===== config.mk =====
export PLATFORM = sky130hd
export DESIGN_NAME = pc_sequencer
export DESIGN_NICKNAME = d
export VERILOG_FILES = /design/src/rtl/pc_sequencer.sv
export SDC_FILE = /design/constraint.sdc
export NUM_CORES = 1
export LEC_CHECK = 0
export CORE_UTILIZATION = 45
export CTS_BUF_LIST = sky130_fd_sc_hd__clkbuf_16
export DETAILED_ROUTE_END_ITERATION = 8
export PLACE_DENSITY = 0.67
export SLEW_MARGIN = 10
export SYNTH_ARGS = -nofsm -noshare
export SYNTH_HDL_FRONTEND = slang
export SYNTH_SLANG_ARGS = --single-unit
export TNS_END_PERCENT = 30

===== constraint.sdc =====
create_clock -name clk -period 4.6 [get_ports clk]
set_input_delay 0.46 -clock clk [delete_from_list [all_inputs] [get_ports clk]]
set_output_delay 0.46 -clock clk [all_outputs]
set_load 0.05 [all_outputs]

===== src/rtl/pc_sequencer.sv =====
`default_nettype none
// ============================================================================
// Module      : pc_sequencer
// Description : Program-counter sequencing FSM for the single-cycle core.
//               Computes the next PC from the decoded flow op (NEXT, BR, JMP,
//               CALL, RET, HALT), keeps a small return-address stack and
//               counts retired instructions with saturation.
// Revision    : 1.0 - initial release
// ============================================================================
module pc_sequencer #(
    parameter int PC_W     = 8,
    parameter int DEPTH    = 4,
    parameter int START_PC = 0,
    parameter int CNT_W    = 16
) (
    input  logic                    clk,
    input  logic                    reset,
    input  logic                    start,
    input  logic                    stall,
    input  logic [2:0]              op,
    input  logic                    cond,
    input  logic [PC_W-1:0]         target,
    output logic [PC_W-1:0]         pc,
    output logic                    running,
    output logic                    halted,
    output logic                    fault,
    output logic [$clog2(DEPTH):0]  depth,
    output logic [CNT_W-1:0]        retired
);

    localparam int DW = $clog2(DEPTH) + 1;
    localparam int AW = $clog2(DEPTH);

    localparam logic [2:0] OP_BR   = 3'd1;
    localparam logic [2:0] OP_JMP  = 3'd2;
    localparam logic [2:0] OP_CALL = 3'd3;
    localparam logic [2:0] OP_RET  = 3'd4;
    localparam logic [2:0] OP_HALT = 3'd5;

    typedef enum logic [1:0] {
        S_IDLE   = 2'd0,
        S_RUN    = 2'd1,
        S_HALTED = 2'd2,
        S_FAULT  = 2'd3
    } state_t;

    state_t            state_q, state_d;
    logic [PC_W-1:0]   pc_q, pc_d;
    logic [DW-1:0]     depth_q, depth_d;
    logic [CNT_W-1:0]  retired_q, retired_d;
    logic              running_q, halted_q, fault_q;
    logic              push_en;
    logic [PC_W-1:0]   stack_q [DEPTH];

    logic [PC_W-1:0]   pc_inc;
    logic [CNT_W-1:0]  retired_inc;

    // Modulo-2^PC_W increment; a relative branch is a plain add because the
    // offset already has PC_W bits in two's complement.
    assign pc_inc      = pc_q + PC_W'(1);
    assign retired_inc = (&retired_q) ? retired_q : retired_q + CNT_W'(1);

    // Next-state logic: restart, per-op PC update, stack bookkeeping, faults.
    always_comb begin
        state_d   = state_q;
        pc_d      = pc_q;
        depth_d   = depth_q;
        retired_d = retired_q;
        push_en   = 1'b0;
        case (state_q)
            S_RUN: begin
                if (!stall) begin
                    if (start) begin
                        state_d   = S_RUN;
                        pc_d      = PC_W'(START_PC);
                        depth_d   = '0;
                        retired_d = '0;
                    end else begin
                        retired_d = retired_inc;
                        case (op)
                            OP_BR:   pc_d = cond ? (pc_q + target) : pc_inc;
                            OP_JMP:  pc_d = target;
                            OP_CALL: begin
                                if (depth_q == DW'(DEPTH)) begin
                                    state_d   = S_FAULT;
                                    retired_d = retired_q;
                                end else begin
                                    push_en = 1'b1;
                                    pc_d    = target;
                                    depth_d = depth_q + DW'(1);
                                end
                            end
                            OP_RET: begin
                                if (depth_q == '0) begin
                                    state_d   = S_FAULT;
                                    retired_d = retired_q;
                                end else begin
                                    pc_d    = stack_q[AW'(depth_q - DW'(1))];
                                    depth_d = depth_q - DW'(1);
                                end
                            end
                            OP_HALT: state_d = S_HALTED;
                            default: pc_d = pc_inc;
                        endcase
                    end
                end
            end
            default: begin
                if (start) begin
                    state_d   = S_RUN;
                    pc_d      = PC_W'(START_PC);
                    depth_d   = '0;
                    retired_d = '0;
                end
            end
        endcase
    end

    // Control state, PC, depth, counter and registered status decodes.
    always_ff @(posedge clk or negedge reset) begin
        if (!reset) begin
            state_q   <= S_IDLE;
            pc_q      <= PC_W'(START_PC);
            depth_q   <= '0;
            retired_q <= '0;
            running_q <= 1'b0;
            halted_q  <= 1'b0;
            fault_q   <= 1'b0;
        end else begin
            state_q   <= state_d;
            pc_q      <= pc_d;
            depth_q   <= depth_d;
            retired_q <= retired_d;
            running_q <= (state_d == S_RUN);
            halted_q  <= (state_d == S_HALTED);
            fault_q   <= (state_d == S_FAULT);
        end
    end

    // Return-address storage; contents are don't-care after reset, depth is
    // the only pointer so no reset is needed here.
    always_ff @(posedge clk) begin
        if (push_en) begin
            stack_q[AW'(depth_q)] <= pc_inc;
        end
    end

    assign pc      = pc_q;
    assign depth   = depth_q;
    assign retired = retired_q;
    assign running = running_q;
    assign halted  = halted_q;
    assign fault   = fault_q;

endmodule
`default_nettype wire


==> run_results.csv <==
group,metric,value,unit
floorplan,floorplan.die.width,93.0,um
clock_network,root_buffer,"sky130_fd_sc_hd__clkbuf_16",
floorplan,floorplan.die.height,93.0,um
detailed_routing,detail-route-antenna-nets,0,
synthesis,library_cell_with_the_largest_summed_area_after_synthesis,"sky130_fd_sc_hd__edfxtp_1",
sta,grt_setup_unrepaired,"false",
floorplan,die-area,8660,sq um
min_path,number_of_cells_on_the_worst_hold_path,1,
sta,setup-tns-final,0,ns
synthesis,syn_area,3730,sq um
synthesis,seq_area_frac_synth,0.472,
clock_network,post_cts_resize_count,0,
placed_design,postPlaceCellArea,4240,sq um
status,outcome,"completed",
final_layout,final_cell_area,4570,sq um
worst_setup_path,critPathLaunch,"start",
sta,final-hold-violation-count,0,
min_path,whs_endpoint,"retired[3]",
sta,period_share,0.613,
synthesis,ys_dominant_reg_cell,"sky130_fd_sc_hd__edfxtp_1",
floorplan,core_outline_area,7890,sq um
synthesis,post-synth-top-area-fraction,0.258,
floorplan,placement_rows,32,
synthesis,number_of_distinct_library_cells_after_synthesis,62,
detailed_routing,dr_total_vias,2977,
sta,timing.final.max_slew_violations,0,
global_routing,grt_pass1_vias,2819,
worst_setup_path,cp_max_fo,17,
worst_setup_path,timing.reg2reg.worst_path_depth,7,
clock_network,cts_tree,"done",
sta,fmax,355,MHz
worst_setup_path,critical_path_buf_inv_count,1,
global_routing,globalRouteTotalUtil,0.220,
clock_network,clk_latency,0.34,ns
global_routing,globalRoute.totalOverflow,0,
worst_setup_path,critPathRequiredTime,4.60,ns
worst_setup_path,cp-start-kind,"primary input",
final_layout,area.growth.synth_to_final,22.6,%
worst_setup_path,critical_path.slowest_cell,"sky130_fd_sc_hd__or3b_1",
final_layout,antenna_cells_inserted,0,
clock_network,max-clock-path-buffers,2,
sta,final.min_clock_period,2.82,ns
worst_setup_path,rr_endpoint,"retired[14]",
synthesis,syn_nets,378,
worst_setup_path,timing.setup.critical_path_class,"primary input to flip-flop",
detailed_routing,routed_wirelength,8930,um
detailed_routing,vias_per_cell,6.01,
floorplan,design.portCount,46,
synthesis,asr_flop_ratio_synth,0.500,
global_routing,grt_start_max_net_pins,33,
job,drv.max_cap_violation_count,0,
worst_setup_path,worst_r2r_startpoint,"depth[0]",
clock_network,cts-htree-levels,3,
final_layout,mostFrequentLayoutCells,"45 x sky130_fd_sc_hd__clkdlybuf4s50_1, 32 x sky130_fd_sc_hd__dfrtp_1, 32 x sky130_fd_sc_hd__edfxtp_1",
sta,timing_worst_slew_pin_value,0.897,ns
sta,fin_skew,0.00545,ns
synthesis,synthesis.yosys.warnings,0,
placed_design,placedCellCount,479,
placed_design,routability_cong,0.892,
worst_setup_path,path_cells,"clkdlybuf4s50_1, or3b_1, nor2_1, nand3_1, a21oi_1, and2_1",
min_path,holdCritStartpoint,"retired[3]",
sta,setup_violations_final,0,
placed_design,post-dp-hpwl,6410,um
synthesis,syn_inst,347,
final_layout,post_layout_nonfiller_instances,495,
sta,timing.slew.headroom,0.399,
clock_network,clock_sink_count,64,
final_layout,final_common_cell,"sky130_fd_sc_hd__clkdlybuf4s50_1",
detailed_routing,initialDrtViolationCount,224,
sta,setup_slack,1.78,ns
power,vdd_drop_max,0.258,mV
final_layout,final_layout_size_suffix_gt1_frac,0.0916,
synthesis,area_contributors_post_synth,"sky130_fd_sc_hd__edfxtp_1 26%, sky130_fd_sc_hd__dfrtp_1 21%, sky130_fd_sc_hd__mux4_2 4.8%",
power,power.total,2140,uW
min_path,hold_path.class,"flip-flop to flip-flop",
clock_network,cts_made_buffers,9,
power,pwr_density_cell,468,nW/um^2
worst_setup_path,worst_path_dominant_cell_family,"simple AND/OR/NAND/NOR gates",
global_routing,grt_antenna_before_repair,0,
placed_design,dp_slack,1.46,ns
worst_setup_path,endpoint_kind,"flip-flop",
worst_setup_path,r2r_slack,1.84,ns
detailed_routing,detail_route.wl_per_cell,18.0,um
synthesis,yosys_register_bits,64,
synthesis,synth-edff-count,32,
floorplan,initial_utilization,0.473,
power,cellLeakagePower,0.00176,uW
clock_network,cts.clk_slew.worst_paths,0.06,ns
worst_setup_path,critical-path-max-stage-delay,0.72,ns
clock_network,cts_setup_buffers,0,
detailed_routing,drt_pre_antenna_iters,5,
synthesis,post_synthesis_area_per_instance,10.7,sq um
final_layout,finalNetCount,419,
final_layout,final.fill_count,660,
global_routing,grt_pass1_wl,14400,um
detailed_routing,detailed_route_drc_error_count,0,
clock_network,cts_hold_repair.buffers,0,
placed_design,io_buffers,45,
worst_setup_path,arrival,2.81,ns
cells by family (layout without fill, tap and decap cells):
group,count (synthesis),in the layout,synth area share
AOI/OAI and AO/OA,94,94,0.176
xor gates and xnor gates,11,11,0.0258
adders and majority gates,15,15,0.0523
buffers and inverters,31,77,0.0372
DFF,64,64,0.472
muxes,10,10,0.0537
and+or+nand+nor,122,122,0.182
area by class of cell:
class,instances,area [sq um],area share
clock buffers,9,225,0.0492
clock inverters,7,104,0.0227
inverters,12,45.0,0.00985
multi-input cells,252,1830,0.400
flip-flops and latches,64,1760,0.385
well taps,102,128,0.0279
repair buffers,49,480,0.105
registers in the layout, indices dropped and copies added (netlist names):
name     cells
stack_q     32
retired     16
pc           8
depth        3
state_q      2
fault        1
halted       1
running      1
power breakdown:
group | internal (uW) | switching (uW) | total (uW)
clock | 481 | 272 | 753
combinational | 261 | 390 | 651
sequential | 660 | 75.5 | 735
layer usage:
| metal | wire (um) | global-route usage | vias to the layer above |
|---|---|---|---|
| li1 | - | - | 1422 |
| met5 | 0 | 0 | - |
| met3 | 456 | 0.0480 | 16 |
| met2 | 4060 | 0.333 | 91 |
| met1 | 4230 | 0.305 | 1448 |
| met4 | 185 | 0.0910 | 0 |
synthesized netlist by cell type, drive strengths merged, types with 5 or more instances:
cell type and instances:
dfrtp 32, edfxtp 32, nand2 26, o21ai 22, nor2 19, a21oi 17, ha 14, nand3 13
buf 12, inv 12, nor3 9, o31ai 9, mux4 8, nand4 8, clkbuf 7, nor2b 7
o211ai 7, xor2 7, and2 6, or4 6, nor3b 5
worst max path at each step:
stage	endpoint	slack, ns	cells past startpoint
after floorplan	pc[0]	1.82	8
after global placement	depth[2]	1.55	6
after detailed placement	depth[2]	1.46	6
after CTS	stack_q[3][0]	1.79	6
after global routing	depth[2]	1.53	6
final	stack_q[3][2]	1.78	6
through the flow:
step           hold WS, ns   util
4_1_cts              0.518  0.580
3_3_place_gp         0.514  0.538
2_1_floorplan        0.164      -
5_1_grt              0.549  0.580
6_report             0.526  0.580
3_5_place_dp         0.508  0.538
Power figures use the tool's default switching activity.
